`config.mk`:
```
export PLATFORM = sky130hd
export DESIGN_NAME = mux_serializer_ctrl
export DESIGN_NICKNAME = d
export VERILOG_FILES = /design/src/rtl/mux_serializer_ctrl.sv
export SDC_FILE = /design/constraint.sdc
export NUM_CORES = 1
export LEC_CHECK = 0
export ABC_AREA = 1
export CAP_MARGIN = 25
export CORE_MARGIN = 3
export CORE_UTILIZATION = 37
export CTS_BUF_LIST = sky130_fd_sc_hd__clkbuf_4 sky130_fd_sc_hd__clkbuf_8 sky130_fd_sc_hd__clkbuf_16
export DETAILED_ROUTE_END_ITERATION = 16
export GPL_ROUTABILITY_DRIVEN = 1
export GPL_TIMING_DRIVEN = 0
export PLACE_DENSITY = 0.73
export SLEW_MARGIN = 20
export SYNTH_ARGS = -nofsm -noshare
export SYNTH_HDL_FRONTEND = slang
export SYNTH_SLANG_ARGS = --single-unit
```
`constraint.sdc`:
```
create_clock -name clk -period 1.3 [get_ports clk]
set_input_delay 0.26 -clock clk [delete_from_list [all_inputs] [get_ports clk]]
set_output_delay 0.26 -clock clk [all_outputs]
set_load 0.05 [all_outputs]
```
`src/rtl/mux_serializer_ctrl.sv`:
```
// mux_serializer_ctrl: holds a word on an N:1 mux, walks its select to serialize the output,
// and flags any returned bit that disagrees with the held word.
module mux_serializer_ctrl #(
    parameter int SEL_W = 3,
    parameter bit MSB_FIRST = 1'b0
) (
    input  logic                  clk,
    input  logic                  rst,
    input  logic [2**SEL_W-1:0]   in_data,
    input  logic                  in_valid,
    output logic                  in_ready,
    output logic [2**SEL_W-1:0]   mux_data,
    output logic [SEL_W-1:0]      mux_sel,
    input  logic                  mux_o,
    input  logic                  ser_en,
    output logic                  ser_bit,
    output logic                  ser_valid,
    output logic                  ser_last,
    output logic                  err,
    input  logic                  clr_err
);
    localparam int N = 2**SEL_W;
    localparam logic [SEL_W-1:0] FIRST = MSB_FIRST ? SEL_W'(N-1) : '0;
    localparam logic [SEL_W-1:0] LAST = MSB_FIRST ? '0 : SEL_W'(N-1);
    typedef enum logic {IDLE, SHIFT} state_t;
    state_t state, state_n;
    logic shift_go, at_last, accept, mismatch;
    logic [SEL_W-1:0] sel_step;
    always_comb begin
        shift_go = state == SHIFT && ser_en;
        at_last = mux_sel == LAST;
        in_ready = state == IDLE || (shift_go && at_last);
        accept = in_valid && in_ready;
        mismatch = shift_go && mux_o != mux_data[mux_sel];
        sel_step = MSB_FIRST ? mux_sel - SEL_W'(1) : mux_sel + SEL_W'(1);
        state_n = accept ? SHIFT : (shift_go && at_last) ? IDLE : state;
    end
    always_ff @(posedge clk or posedge rst) begin
        if (rst)
            state <= IDLE;
        else
            state <= state_n;
    end
    // Stepping past the last index wraps to the first, which is where an idle select rests.
    always_ff @(posedge clk or posedge rst) begin
        if (rst) begin
            mux_data <= '0;
            mux_sel <= FIRST;
            ser_bit <= 1'b0;
            ser_valid <= 1'b0;
            ser_last <= 1'b0;
            err <= 1'b0;
        end else begin
            mux_sel <= accept ? FIRST : shift_go ? sel_step : mux_sel;
            if (accept)
                mux_data <= in_data;
            ser_valid <= shift_go;
            if (shift_go) begin
                ser_bit <= mux_o;
                ser_last <= at_last;
            end
            err <= mismatch || (err && !clr_err);
        end
    end
endmodule
```
# After elaboration in Yosys (flattened, before gate mapping)
# Index checks and enable logic that the tools add are counted.
[word_totals] register_bits=16 latchBits=0 ram_bits=0 romBits=0 inputBits=14 output_inout_bits=16 elab_cells=28 n_memories=0
[classes] n_addsub=1 multipliers=0 div_mod_pow=0 n_lt_le_gt_ge=1 n_eq_ne=2 shifts=0 mux=6 bitwise=1 reduce_logical=10
[ops] cell="two-way mux 3 bit" n=2
[ops] cell="logical AND 1 bit" n=5
[ops] cell="less-than comparator 3 x 4 -> 1 bit (second input constant)" n=1
[ops] cell="nonzero test 2 bit" n=2
[ops] cell="adder 3 x 1 -> 3 bit (second input constant)" n=1
[ops] cell="binary-select mux 1 bit (select 3 bit)" n=1
[ops] cell="equality test 3 bit (second input constant)" n=1
[ops] cell="two-way mux 1 bit" n=3
[ops] cell="logical OR 1 bit" n=2
[ops] cell="logical NOT 1 bit" n=1
[ops] cell="inequality test 1 bit" n=1
[ops] cell="inverter 1 bit" n=1

# Depth between registers and ports, before layout
[logic_depth] depth_word=5 depth_mapped=8

# Worst setup path after synthesis
# OpenSTA, ideal clock, no wires.
[synth_timing] path_type="register -> register" start="register mux_sel[0]" end="register mux_sel[0]" arrival_ns=1.774 required_ns=1.160 slack_ns=-0.614 stages_incl_launch_ff=9 synth_period_minus_slack_ns=1.914 cell_sequence="dfrtp_1 -> ha_1 -> ha_1 -> nand2_2 -> nand2_2 -> nand2_4 -> buf_6 -> nand3_1 -> o21ai_0"
[synth_via] elab_chain_cells=5 elab_cells_between_ends=8
[synth_lines] element="from (decl)" line_no="13" source="output logic [SEL_W-1:0] mux_sel,"
[synth_lines] element="from (signal assigned)" line_no="54" source="mux_sel <= accept ? FIRST : shift_go ? sel_step : mux_sel;"
[synth_lines] element="equality test 3 bit (*)" line_no="31" source="at_last = mux_sel == LAST;"
[synth_lines] element="via at_last" line_no="27" source="logic shift_go, at_last, accept, mismatch;"
[synth_lines] element="logical AND 1 bit (*)" line_no="32" source="in_ready = state == IDLE || (shift_go && at_last);"
[synth_lines] element="logical OR 1 bit (*)" line_no="32"
[synth_lines] element="via in_ready" line_no="11" source="output logic in_ready,"
[synth_lines] element="logical AND 1 bit (*)" line_no="33" source="accept = in_valid && in_ready;"
[synth_lines] element="two-way mux 3 bit / nonzero test 2 bit (equally long branches)"
# The timed path passes the listed nets; every way through them passes the cells marked *. The select of a mux whose other input is x is not followed.
# A chain may end at the register's enable or synchronous reset.

# Final worst setup path
[layout_timing] start="register mux_sel[0]" end="output port in_ready"
[layout_via] elab_chain_cells=3
[layout_lines] element="equality test 3 bit" line_no="31"
[layout_lines] element="via at_last" line_no="27"
[layout_lines] element="logical AND 1 bit" line_no="32"
[layout_lines] element="logical OR 1 bit" line_no="32"
[layout_lines] element="to (decl)" line_no="11"
# The timed path passes the listed nets, and every way through them passes these cells.

==> impl_results.html <==
<table>
<tr><th>Metric</th><th>Value</th></tr>
<tr><th colspan="2">STA</th></tr>
<tr><td>Worst Max-Slew Pin Slew</td><td>0.6397 ns</td></tr>
<tr><td>Final count of pins violating max slew</td><td>0</td></tr>
<tr><td>Final setup violating endpoints</td><td>15</td></tr>
<tr><td>Number of failing hold endpoints at the final stage</td><td>0</td></tr>
<tr><td>Slew margin rel.</td><td>57.31%</td></tr>
<tr><td>Final critical-path required period</td><td>1.609 ns</td></tr>
<tr><td>Setup repair after global routing missed its margin</td><td>true</td></tr>
<tr><td>Final setup slack of the worst path</td><td>-0.3093 ns</td></tr>
<tr><td>Final worst path period share</td><td>123.8%</td></tr>
<tr><td>Final clock skew</td><td>0.002845 ns</td></tr>
<tr><td>Worst Hold Slack</td><td>0.3418 ns</td></tr>
<tr><td>F_max</td><td>621.4 MHz</td></tr>
<tr><th colspan="2">Yosys</th></tr>
<tr><td>Leading register cell type out of synthesis</td><td>dfrtp_1</td></tr>
<tr><td>Synthesis warning total</td><td>0</td></tr>
<tr><td>Cell area after synthesis</td><td>739.5 um2</td></tr>
<tr><td>Syn nets</td><td>104</td></tr>
<tr><td>Most frequent cells after synthesis</td><td>17 x nand2_1, 16 x dfrtp_1, 15 x inv_1, 11 x nand3_1, 9 x nor2_1</td></tr>
<tr><td>Proportion of netlist area held by the largest area contributor</td><td>54.15%</td></tr>
<tr><td>Number of synthesized flops with an enable pin</td><td>0</td></tr>
<tr><td>Fraction of registers with async set/reset</td><td>100.0%</td></tr>
<tr><td>Proportion of synthesized chip area in sequential cells</td><td>54.15%</td></tr>
<tr><td>Count of mapped cells out of synthesis</td><td>88</td></tr>
<tr><td>Unique cell type count in the Yosys netlist</td><td>12</td></tr>
<tr><td>Mean post-synth cell area</td><td>8.403 um2</td></tr>
<tr><td>Most numerous cell in the Yosys netlist</td><td>nand2_1</td></tr>
<tr><td>Biggest area contributors in the synthesized netlist</td><td>dfrtp_1 54%, nand2_1 8.6%, inv_1 7.6%, nand3_1 7.4%, a21oi_1 5.4%</td></tr>
<tr><td>Post-synthesis register bit count</td><td>16</td></tr>
<tr><td>Top cell type by total area after synthesis</td><td>dfrtp_1</td></tr>
<tr><th colspan="2">Clock tree</th></tr>
<tr><td>Clock buffer depth</td><td>2</td></tr>
<tr><td>Total of hold buffers inserted after clock tree synthesis</td><td>0</td></tr>
<tr><td>Root Driver</td><td>clkbuf_4</td></tr>
<tr><td>H-tree depth reported by CTS</td><td>1</td></tr>
<tr><td>TritonCTS clock tree</td><td>done</td></tr>
<tr><td>Worst skew pair latency</td><td>0.30 ns</td></tr>
<tr><td>Clock buffers created by TritonCTS</td><td>3</td></tr>
<tr><td>Clk slew on worst S/H paths</td><td>0.10 ns</td></tr>
<tr><td>CTS sink cnt</td><td>16</td></tr>
<tr><th colspan="2">Worst setup path</th></tr>
<tr><td>Worst EP arrival</td><td>1.35 ns</td></tr>
<tr><td>Launch instance of the worst register-to-register path</td><td>mux_sel[0]</td></tr>
<tr><td>Most frequent cell on the critical path</td><td>ha_4</td></tr>
<tr><td>Required time at the worst-slack endpoint</td><td>1.04 ns</td></tr>
<tr><td>Crit path launch type</td><td>flop</td></tr>
<tr><td>Crit-path cells</td><td>ha_4 -&gt; ha_4 -&gt; nand2_4 -&gt; nand2_8 -&gt; buf_8</td></tr>
<tr><td>Type of element capturing the critical path</td><td>output pin</td></tr>
<tr><td>Terminus of the critical flop-to-flop path</td><td>mux_sel[1]</td></tr>
<tr><td>Class of the most critical setup path</td><td>reg2out</td></tr>
<tr><td>Setup slack, reg-to-reg</td><td>-0.24 ns</td></tr>
<tr><td>Register-to-Register Path Depth</td><td>9</td></tr>
<tr><td>Critical path fanouts, max</td><td>2</td></tr>
<tr><td>Critical Path Slowest Stage Cell</td><td>dfrtp_2</td></tr>
<tr><td>Worst path max stage delay</td><td>0.45 ns</td></tr>
<tr><th colspan="2">Detailed routing</th></tr>
<tr><td>Final routed wire length divided by cell count</td><td>14.36 um</td></tr>
<tr><td>Average vias per placed instance</td><td>4.818</td></tr>
<tr><td>Number of routed nets with antenna violations</td><td>0</td></tr>
<tr><td>Number of DRC markers after the initial detailed-route iteration</td><td>21</td></tr>
<tr><td>Detailed-route DRC error count</td><td>0</td></tr>
<tr><td>Vias after detailed routing</td><td>766</td></tr>
<tr><td>Number of search-and-repair iterations in the first detailed-routing pass</td><td>4</td></tr>
<tr><td>Total Wirelength</td><td>2284 um</td></tr>
<tr><th colspan="2">Status</th></tr>
<tr><td>Run status</td><td>finished with violations</td></tr>
<tr><td>Violated checks</td><td>negative setup slack</td></tr>
<tr><th colspan="2">Die</th></tr>
<tr><td>Overall die area</td><td>0.002571 mm2</td></tr>
<tr><td>Core area</td><td>0.001802 mm2</td></tr>
<tr><td>Die span in y</td><td>50.71 um</td></tr>
<tr><td>Die X-Extent</td><td>50.71 um</td></tr>
<tr><td>Initial Util</td><td>41.04%</td></tr>
<tr><td>Number of top-level pins</td><td>30</td></tr>
<tr><td>Row Count</td><td>15</td></tr>
<tr><th colspan="2">Place</th></tr>
<tr><td>Number of buffer cells added on primary ports</td><td>29</td></tr>
<tr><td>Cell count after placement</td><td>142</td></tr>
<tr><td>Placed wire-length estimate</td><td>1326 um</td></tr>
<tr><td>Final RePlAce weighted congestion</td><td>0.7805</td></tr>
<tr><th colspan="2">Pwr</th></tr>
<tr><td>Maximum resistive drop on vdd</td><td>0.001463 V</td></tr>
<tr><td>Power density of the placed cells</td><td>2446 mW/mm2</td></tr>
<tr><td>Static leakage</td><td>0.6498 nW</td></tr>
<tr><th colspan="2">Global route</th></tr>
<tr><td>Overall track demand over capacity in global routing</td><td>18.02%</td></tr>
<tr><td>Global-route wire length before repair</td><td>3367 um</td></tr>
<tr><td>Number of global-route vias before repair</td><td>752</td></tr>
<tr><td>Total global routing overflow</td><td>0</td></tr>
<tr><td>Initial antenna violation count</td><td>0</td></tr>
<tr><td>Pin count of the biggest net entering global routing</td><td>17</td></tr>
<tr><th colspan="2">Cells and area</th></tr>
<tr><td>Share of final-layout standard cells stronger than drive strength 1</td><td>41.79%</td></tr>
<tr><td>Antenna diodes</td><td>0</td></tr>
<tr><td>Synth-to-Final Area Change</td><td>73.27%</td></tr>
<tr><td>Final design utilization</td><td>71.11%</td></tr>
<tr><td>Nets</td><td>151</td></tr>
<tr><td>Count of placed standard cells in the final layout, fillers left out</td><td>159</td></tr>
<tr><th colspan="2">Hold path</th></tr>
<tr><td>Class of the tightest hold or removal check</td><td>in2async</td></tr>
<tr><th colspan="2">Job</th></tr>
<tr><td>Max cap viols</td><td>0</td></tr>
</table>
## final cells by class
cell class / count / area, um2
tap: 25 / 31.28
multi-input combinational: 55 / 360.3
clock buffer: 4 / 36.28
sequential: 16 / 405.4
inverter: 16 / 67.56
fill: 146 / 520.5
timing repair buffer: 42 / 369.1
buffer: 1 / 11.26
## power breakdown
part	switching [mW]	total (mW)	internal, mW	leakage (nW)
clock network	0.172	0.344	0.171	0.0210
logic	1.30	1.97	0.672	0.451
registers	0.131	0.822	0.691	0.178
total	1.60	3.13	1.53	0.650
## state kept, by name, indices dropped and copies added (netlist names)
| name | cells |
|---|---|
| state | 1 |
| mux_data | 8 |
| err | 1 |
| ser_bit | 1 |
| mux_sel | 3 |
| ser_last | 1 |
| ser_valid | 1 |
## routing by layer
metal | up-vias | wire (um) | part of all wire [%] | GRT usage, %
li1 | 365 | - | - | -
met2 | 25 | 1175 | 51 | 30.22
met4 | 0 | 74 | 3.2 | 10.31
met1 | 367 | 929 | 41 | 21.64
met3 | 9 | 104 | 4.6 | 2.967
met5 | - | 0 | 0 | 0
## stage by stage
stage / setup TNS [ns] / power [mW] / setup slack, ns / instance area (um2)
CTS: -2.483 / 2.972 / -0.3069 / 1266
floorplan: -2.087 / 1.957 / -0.2235 / 795.8
global placement: -5.243 / 2.472 / -0.8408 / 1117
finish: -2.851 / 3.134 / -0.3093 / 1281
detailed placement: -5.924 / 2.511 / -0.8655 / 1117
global route: -3.858 / 3.333 / -0.3582 / 1281
## placed cells by master, fill, tap and decap left out
| master | count |
|---|---|
| o21ai_1 | 2 |
| o21ai_0 | 2 |
| nand2_4 | 1 |
| clkdlybuf4s50_1 | 13 |
| nand3_2 | 6 |
| nand3_1 | 5 |
| nand2_2 | 5 |
| nand2_8 | 2 |
| inv_2 | 1 |
| buf_6 | 9 |
| inv_8 | 1 |
| clkdlybuf4s15_2 | 1 |
| a21oi_1 | 8 |
| buf_2 | 11 |
| clkbuf_4 | 3 |
| buf_4 | 7 |
| ha_4 | 2 |
| dfrtp_2 | 4 |
| dfrtp_1 | 12 |
| nand2_1 | 13 |
| buf_8 | 2 |
| inv_1 | 14 |
| nor2_1 | 9 |
| clkbuf_8 | 1 |
## critical path, delay by kind of cell, from the launching register on
kind | cells | cell delay, ns
AND/OR/NAND/NOR | 2 | 0.13
buffers and inverters | 1 | 0.14
flip-flops | 1 | 0.45
adder cells (fa/ha/maj) | 2 | 0.32
## worst max-delay path by stage
stage	slack, ns	cells past startpoint	endpoint	startpoint
5_1_grt	-0.36	5	in_ready	mux_sel[0]
6_report	-0.31	5	in_ready	mux_sel[0]
3_5_place_dp	-0.87	6	in_ready	ser_en
2_1_floorplan	-0.22	8	mux_sel[0]	mux_sel[0]
3_3_place_gp	-0.84	6	in_ready	ser_en
4_1_cts	-0.31	5	in_ready	mux_sel[0]
## timing repair
item	CTS	global route
gates resized for setup	71	42
pin swaps	2	6
setup buffers	10	2
gates cloned	1	0
endpoints found under the setup margin	27	27
## cells by family (layout without fill, tap and decap cells)
kind of cell             count (synthesis)  in the layout  synth area share, %
AND/OR/NAND/NOR                         41             41                24.70
flip-flops                              16             16                54.14
adder cells (fa/ha/maj)                  2              2                3.384
buffers and inverters                   17             63                9.644
AO/OA/AOI/OAI                           12             12                8.122
(Power assumes the default switching activity.)
